## src/rtl/ex_stage.sv

```systemverilog
// Purpose : execute stage - ALU, Z/N flags, branch/jump resolution, EX/MEM register.
// Latency : 1 cycle from ID/EX inputs to EX/MEM outputs; redirect is combinational.
// Backpr. : stall holds EX/MEM and flags and masks redirect; flush loads a bubble.
//
// Ports:
//   clk, rst                 clock, synchronous active-high reset
//   valid_in, stall, flush   pipeline control
//   rs, rt, addr, rd, alu_op operands, immediate/PC value, destination, ALU op
//   reg_write .. jump_mem    decoded control bits
//   redirect, redirect_target  fetch redirect (target = rs)
//   flag_z, flag_n           registered condition flags
//   valid_out .. jump_mem_out  EX/MEM register contents
module ex_stage #(
  parameter int DATA_W = 32,
  parameter int RD_W   = 6,
  parameter int OP_W   = 4
) (
  input  logic              clk,
  input  logic              rst,
  input  logic              valid_in,
  input  logic              stall,
  input  logic              flush,
  input  logic [DATA_W-1:0] rs,
  input  logic [DATA_W-1:0] rt,
  input  logic [DATA_W-1:0] addr,
  input  logic [RD_W-1:0]   rd,
  input  logic [OP_W-1:0]   alu_op,
  input  logic              reg_write,
  input  logic              branch_z,
  input  logic              branch_neg,
  input  logic              memtoreg,
  input  logic              pctoreg,
  input  logic              mem_r,
  input  logic              mem_w,
  input  logic              jump,
  input  logic              jump_mem,
  output logic              redirect,
  output logic [DATA_W-1:0] redirect_target,
  output logic              flag_z,
  output logic              flag_n,
  output logic              valid_out,
  output logic [DATA_W-1:0] result_out,
  output logic [DATA_W-1:0] store_data_out,
  output logic [DATA_W-1:0] mem_addr_out,
  output logic [RD_W-1:0]   rd_out,
  output logic              reg_write_out,
  output logic              memtoreg_out,
  output logic              mem_r_out,
  output logic              mem_w_out,
  output logic              jump_mem_out
);

  logic [DATA_W-1:0] w_alu;
  logic [DATA_W-1:0] w_result;
  logic              w_flag_upd;

  logic              r_flag_z, r_flag_n;
  logic              r_valid;
  logic [DATA_W-1:0] r_result, r_store_data, r_mem_addr;
  logic [RD_W-1:0]   r_rd;
  logic              r_reg_write, r_memtoreg, r_mem_r, r_mem_w, r_jump_mem;

  always_comb begin
    w_alu = '0;
    case (alu_op)
      OP_W'(0): w_alu = rs + rt;
      OP_W'(1): w_alu = rs - rt;
      OP_W'(2): w_alu = '0 - rs;
      OP_W'(3): w_alu = rs + addr;
      OP_W'(4): w_alu = rs;
      OP_W'(5): w_alu = rt;
      OP_W'(6): w_alu = rs & rt;
      OP_W'(7): w_alu = rs | rt;
      default:  w_alu = '0;
    endcase
  end

  assign w_result = pctoreg ? addr : w_alu;

  // Only ALU instructions that write a register touch the flags; loads,
  // svpc, stores, branches and bubbles leave them alone.
  assign w_flag_upd = valid_in & reg_write & ~memtoreg & ~pctoreg;

  // Branches look at the registered flags, i.e. the last completed ALU op.
  // Masking with stall makes a held branch redirect only once, when it moves.
  assign redirect = valid_in & ~flush & ~stall & ~rst &
                    ((branch_z & r_flag_z) | (branch_neg & r_flag_n) | jump);
  assign redirect_target = rs;

  always_ff @(posedge clk) begin
    if (rst) begin
      r_flag_z     <= 1'b0;
      r_flag_n     <= 1'b0;
      r_valid      <= 1'b0;
      r_result     <= '0;
      r_store_data <= '0;
      r_mem_addr   <= '0;
      r_rd         <= '0;
      r_reg_write  <= 1'b0;
      r_memtoreg   <= 1'b0;
      r_mem_r      <= 1'b0;
      r_mem_w      <= 1'b0;
      r_jump_mem   <= 1'b0;
    end else if (flush) begin
      // Bubble: flags hold, everything in EX/MEM cleared.
      r_valid      <= 1'b0;
      r_result     <= '0;
      r_store_data <= '0;
      r_mem_addr   <= '0;
      r_rd         <= '0;
      r_reg_write  <= 1'b0;
      r_memtoreg   <= 1'b0;
      r_mem_r      <= 1'b0;
      r_mem_w      <= 1'b0;
      r_jump_mem   <= 1'b0;
    end else if (!stall) begin
      r_valid      <= valid_in;
      r_result     <= w_result;
      r_store_data <= rt;
      r_mem_addr   <= rs;
      r_rd         <= rd;
      r_reg_write  <= valid_in & reg_write;
      r_memtoreg   <= valid_in & memtoreg;
      r_mem_r      <= valid_in & mem_r;
      r_mem_w      <= valid_in & mem_w;
      r_jump_mem   <= valid_in & jump_mem;
      if (w_flag_upd) begin
        r_flag_z <= (w_alu == '0);
        r_flag_n <= w_alu[DATA_W-1];
      end
    end
  end

  assign flag_z         = r_flag_z;
  assign flag_n         = r_flag_n;
  assign valid_out      = r_valid;
  assign result_out     = r_result;
  assign store_data_out = r_store_data;
  assign mem_addr_out   = r_mem_addr;
  assign rd_out         = r_rd;
  assign reg_write_out  = r_reg_write;
  assign memtoreg_out   = r_memtoreg;
  assign mem_r_out      = r_mem_r;
  assign mem_w_out      = r_mem_w;
  assign jump_mem_out   = r_jump_mem;

endmodule

```

## config.mk

```make
export PLATFORM = sky130hd
export DESIGN_NAME = ex_stage
export DESIGN_NICKNAME = d
export VERILOG_FILES = /design/src/rtl/ex_stage.sv
export SDC_FILE = /design/constraint.sdc
export NUM_CORES = 1
export LEC_CHECK = 0
export BUFFER_PORTS_ARGS = -buffer_cell sky130_fd_sc_hd__buf_2
export CORE_ASPECT_RATIO = 0.6
export CORE_UTILIZATION = 51
export DETAILED_ROUTE_END_ITERATION = 7
export PLACE_DENSITY = 0.77
export SETUP_SLACK_MARGIN = 0.5
export SYNTH_ARGS = -nofsm -noshare
export SYNTH_HDL_FRONTEND = slang
export SYNTH_SLANG_ARGS = --single-unit
```

## constraint.sdc

```tcl
create_clock -name clk -period 17.7 [get_ports clk]
set_input_delay 3.54 -clock clk [delete_from_list [all_inputs] [get_ports clk]]
set_output_delay 3.54 -clock clk [all_outputs]
set_load 0.03 [all_outputs]
```

# After elaboration in Yosys (flattened, before gate mapping)
# Cells that the tools add are included.
# totals
regBits,110
latch_bits,0
mem_bits_rw,0
romBits,0
input_bits,120
output_inout_bits,143
memories,0
# classes
add_sub_neg,4
mul,0
div,0
order_cmp,0
eq_ne,7
shift,0
mux,2
bitwise_logic,22
n_reduce_logical,4
# ops
op,n
case mux 32 bit (8 select lines),1
adder 32 bit,2
bitwise AND 32 bit,1
zero test 32 bit,1
two-way mux 32 bit,1
OR 32 bit,1
subtractor 1 x 32 -> 32 bit (first input constant),1
subtractor 32 bit,1
equality test 4 x 3 -> 1 bit (second input constant),4
bitwise AND 1 bit,13
equality test 4 x 2 -> 1 bit (second input constant),2
inverter 1 bit,5
equality test 4 x 1 -> 1 bit (second input constant),1
zero test 4 bit,1
AND reduction 3 bit,1
OR 1 bit,2
OR reduction 2 bit,1

# Logic depth before layout (Yosys ltp)
# logic_depth
ltp_word,5
depth_mapped,23

# Worst setup path before layout
# No wires, ideal clock.
# synth_timing
path_type,input to register
start,input port rt[0]
end,"register r_flag_z, in the netlist flag_z"
setup_ns,0.084
arrival_time_ns,8.607
required_ns,17.616
setup_slack_ns,9.009
path_stages,21
path_cell_list,inv_1 > ha_1 > or4b_2 > or2_2 > or4_1 > or3_1 > nor3_1 > nor3_1 > a21oi_1 > o21ai_0 > ha_1 > a21oi_1 > o211ai_1 > nand3_1 > a31oi_1 > a41o_1 > mux2i_1 > o21ai_1 > or4_1 > or4_1 > o31ai_2
# synth_via
elab_chain_len,3
elab_cells_between_ends,6
cone_classes,add/sub: 2; mux: 1; bitwise: 2; reduce/logical: 1
# synth_lines
item,line_no,source
"start, declared",24,"input logic [DATA_W-1:0] rt,"
subtractor 32 bit (tied with other cells),67,OP_W'(1): w_alu = rs - rt;
case mux 32 bit (8 select lines) (*),65,case (alu_op)
zero test 32 bit (*),128,r_flag_z <= (w_alu == '0);
"end signal, assigned",128,
"end, declared",57,"logic r_flag_z, r_flag_n;"
# Every way passes the cells marked *; elsewhere a longest branch is shown, timed or not.
# A chain may end at the register's enable or synchronous reset.

# Worst setup path after layout
# Same ends and word-level chain as after synthesis.

==> impl_results.md <==
* Outcome: completed
* Tcrit/Tclk final at a little over half
* First-pass DRT Iterations at 7
* Gate power share at 36.3%
* Clock Latency Late Sink at about 0.37 ns
* CTS buffer count at 9
* Sw frac at just over 40%
* Port Buffers at roughly 260
* Crit Path Max Fanout at 6
* Net Count, Synth at approximately 1400
* Data required, critical path at 18.00 ns
* Startpoint types: input port
* CP Capture Type: register
* H-tree depth at 3
* Routability cong. at around 1
* R2r startpoint: flag_z$_SDFFE_PP0P_
* Max VDD drop at 0.0496 mV
* Drt total wl at ~37000 um
* Post-DP HPWL at roughly 28000 um
* Iteration-0 DRC Markers at between 1000 and 1500
* Syn-to-layout area delta at 15.2%
* Setup TNS at 0 ns
* Core Region at around 0.017 mm^2
* Post-CTS sizing at 0
* Number of synthesized flops with an enable pin at 0
* Vias/cell at between 6 and 7
* CTS max path bufs at 2
* Psw at 0.308 mW
* Antenna Nets Post-Route at 0
* Number of max-cap violations at 0
* Post-synth ARST share at 0%
* DR WL/cell at roughly 22 um
* Worst endpoint data arrival time at ~9.7 ns
* Actual slew at the worst max-slew pin at between 1 and 1.5 ns
* # diodes at 0
* RSZ-0062 raised after global routing: no
* Clock transition at path regs at ~0.090 ns
* Clk pwr share at between 20 and 30%
* Clk_skew at 0 ns
* Slew Limit Fails at 0
* GR Overflow Total at 0
* Largest net degree at the start of global routing at roughly 110
* # IOs at ~260
* Hold crit path type: register to register
* Util after Layout at 61.0%
* Die width at around 180 um
* Cell internal pwr at 0.450 mW
* Starting density of the core at between 50% and 60%
* Flops & latches, synth at 110
* Worst setup path start: rt[0]
* Fillers at 1622
* Sequential share of power at between 30% and 40%
* Synth Area per Inst at 7.27 um^2
* R2R Setup Slk at about 17 ns
* Die Ht at 106 um
* Final hold violation count at 0
* CTS tree: yes
* R2r endpoint: flag_z$_SDFFE_PP0P_
* Fin nets at about 1600
* Period minus WS final at ~9.4 ns
* Number of clock sinks at 110
* Total die area at about 0.019 mm^2
* CTS root buffer: clkbuf_16
* Layout cells sized above 1 at around 22%
* Post-Synthesis Cells at approximately 1300
* P per Cell Area at approximately 71 mW/mm^2
* DR vias at approximately 11000
* Vias in the first global route at 9251
* Fmax achieved at about 110 MHz
* Final Setup Violations at 0
* CTS Hold Bufs at 0
* Leak at around 4.8 nW
* Total GRT Usage at around two fifths
* Antenna violations before repair at 0
* Mapped Area at about 0.0092 mm^2
* Reg2reg path depth at 2
* Worst setup path category: input port to register
* Yosys synthesis warning count at 0
* DR DRC count at 0
* First-pass GRT wire length at about 55000 um
* Worst relative slew slack at between 20 and 25%
* Critical Path End: flag_z$_SDFFE_PP0P_
* Top_reg_cell synth: dfxtp_1
* Setup Buffers After CTS at 0
* Seq/Total Area, Yosys at between 20% and 30%
* Cell Rows at 37
* Post-synth cell types at 76
[metal layers]
metal / track usage, % / up-vias / part of all wire (%)
met1: 58.1 / 4895 / 46
met4: 8.32 / 0 / 1.5
met5: 0 / - / 0
li1: - / 4893 / -
met2: 47.6 / 749 / 35
met3: 18.4 / 57 / 17
[worst max-delay path, cell delays in order]
cell and delay (ns):
buf_2 0.12, inv_1 0.08, ha_1 0.21, or4b_2 0.64, or2_2 0.34, or4_1 0.45
or3_1 0.38, o21ai_0 0.17, nand2_1 0.07, o21ai_0 0.18, ha_1 0.38, a21oi_1 0.46
o211ai_1 0.17, a21oi_1 0.29, nor4_1 0.09, a211oi_1 0.44, o21ai_0 0.21, or4bb_1 0.55
nor4b_1 0.30, or4bb_1 0.44, o31ai_2 0.18
[how the worst min path moves through the flow]
| stage | start | endpoint | slack, ns | depth (start not counted) |
|---|---|---|---|---|
| after floorplan | result_out[19]$_SDFFE_PP0N_ | result_out[19]$_SDFFE_PP0N_ | 0.59 | 2 |
| after global placement | result_out[19]$_SDFFE_PP0N_ | result_out[19]$_SDFFE_PP0N_ | 0.45 | 2 |
| after detailed placement | result_out[29]$_SDFFE_PP0N_ | result_out[29]$_SDFFE_PP0N_ | 0.45 | 2 |
| after CTS | result_out[29]$_SDFFE_PP0N_ | result_out[29]$_SDFFE_PP0N_ | 0.46 | 2 |
| after global routing | result_out[24]$_SDFFE_PP0N_ | result_out[24]$_SDFFE_PP0N_ | 0.49 | 2 |
| final | result_out[29]$_SDFFE_PP0N_ | result_out[29]$_SDFFE_PP0N_ | 0.46 | 2 |
[logic make-up after synthesis]
logic type	after synthesis	synth area share, %
XOR/XNOR	41	3.89
AO/OA/AOI/OAI	369	24.0
adder cells (fa/ha/maj)	41	5.64
multiplexers	100	10.9
buffers and inverters	142	7.51
AND/OR/NAND/NOR	467	24.2
flip-flops	110	23.9
[layout make-up]
class | instances | area, um^2 | area share [%]
clock buffers | 10 | 239 | 2.25
clock inverters | 6 | 72.6 | 0.683
inverters | 18 | 67.6 | 0.636
multi-input cells | 1018 | 6360 | 59.8
flip-flops and latches | 110 | 2200 | 20.7
well taps | 234 | 293 | 2.76
repair buffers | 272 | 1390 | 13.1
[cell usage in the layout (no fill, tap or decap), drive strengths merged, types with 10 or more instances in the layout]
cell type,Yosys,layout
buf,53,272
nor2,196,196
a21oi,122,122
o21ai,115,115
dfxtp,110,110
nand2,99,99
mux2i,97,97
nor3,41,41
ha,40,40
a22oi,22,22
xor2,21,21
xnor2,20,20
inv,16,20
nand4,19,19
nand3,18,18
nor4,18,18
o211ai,15,15
or3,13,13
a221oi,12,12
a21o,12,12
nand2b,11,11
o21a,11,11
or4,11,11
a211oi,10,10
clkbuf,70,10
[power groups by stage]
stage	clock [mW]	combinational, mW	sequential [mW]
CTS	0.224	0.264	0.259
detailed placement	0	0.262	0.265
finish	0.223	0.275	0.259
floorplan	0	0.163	0.281
global placement	0	0.262	0.265
global route	0.234	0.293	0.260
[sequential cells by signal (all words and copies together) (netlist names), 6 cells and up]
signal,flops
rd_out,6
store_data_out,32
mem_addr_out,32
result_out,32
[per-stage QoR]
step / total power [mW] / cells / hold WS, ns / area, um^2 / worst slack (ns)
detailed placement: 0.527 / 1652 / 0.450 / 10300 / 8.14
floorplan: 0.444 / 1270 / 0.591 / 9230 / 9.01
global placement: 0.527 / 1652 / 0.446 / 10300 / 8.21
CTS: 0.747 / 1668 / 0.462 / 10600 / 8.53
finish: 0.758 / 1668 / 0.463 / 10600 / 8.33
global route: 0.788 / 1668 / 0.486 / 10600 / 7.96
[Yosys cell counts (20+ instances only)]
cell,count,area [um^2]
nor3_1,41,205
dfxtp_1,110,2200
o21ai_0,114,571
ha_1,40,500
clkbuf_1,69,259
mux2i_1,97,971
nand2_1,98,368
a22oi_1,22,165
nor2_1,196,736
xor2_1,21,184
a21oi_1,122,611
xnor2_1,20,175
buf_4,33,248
Power figures use the tool's default switching activity.
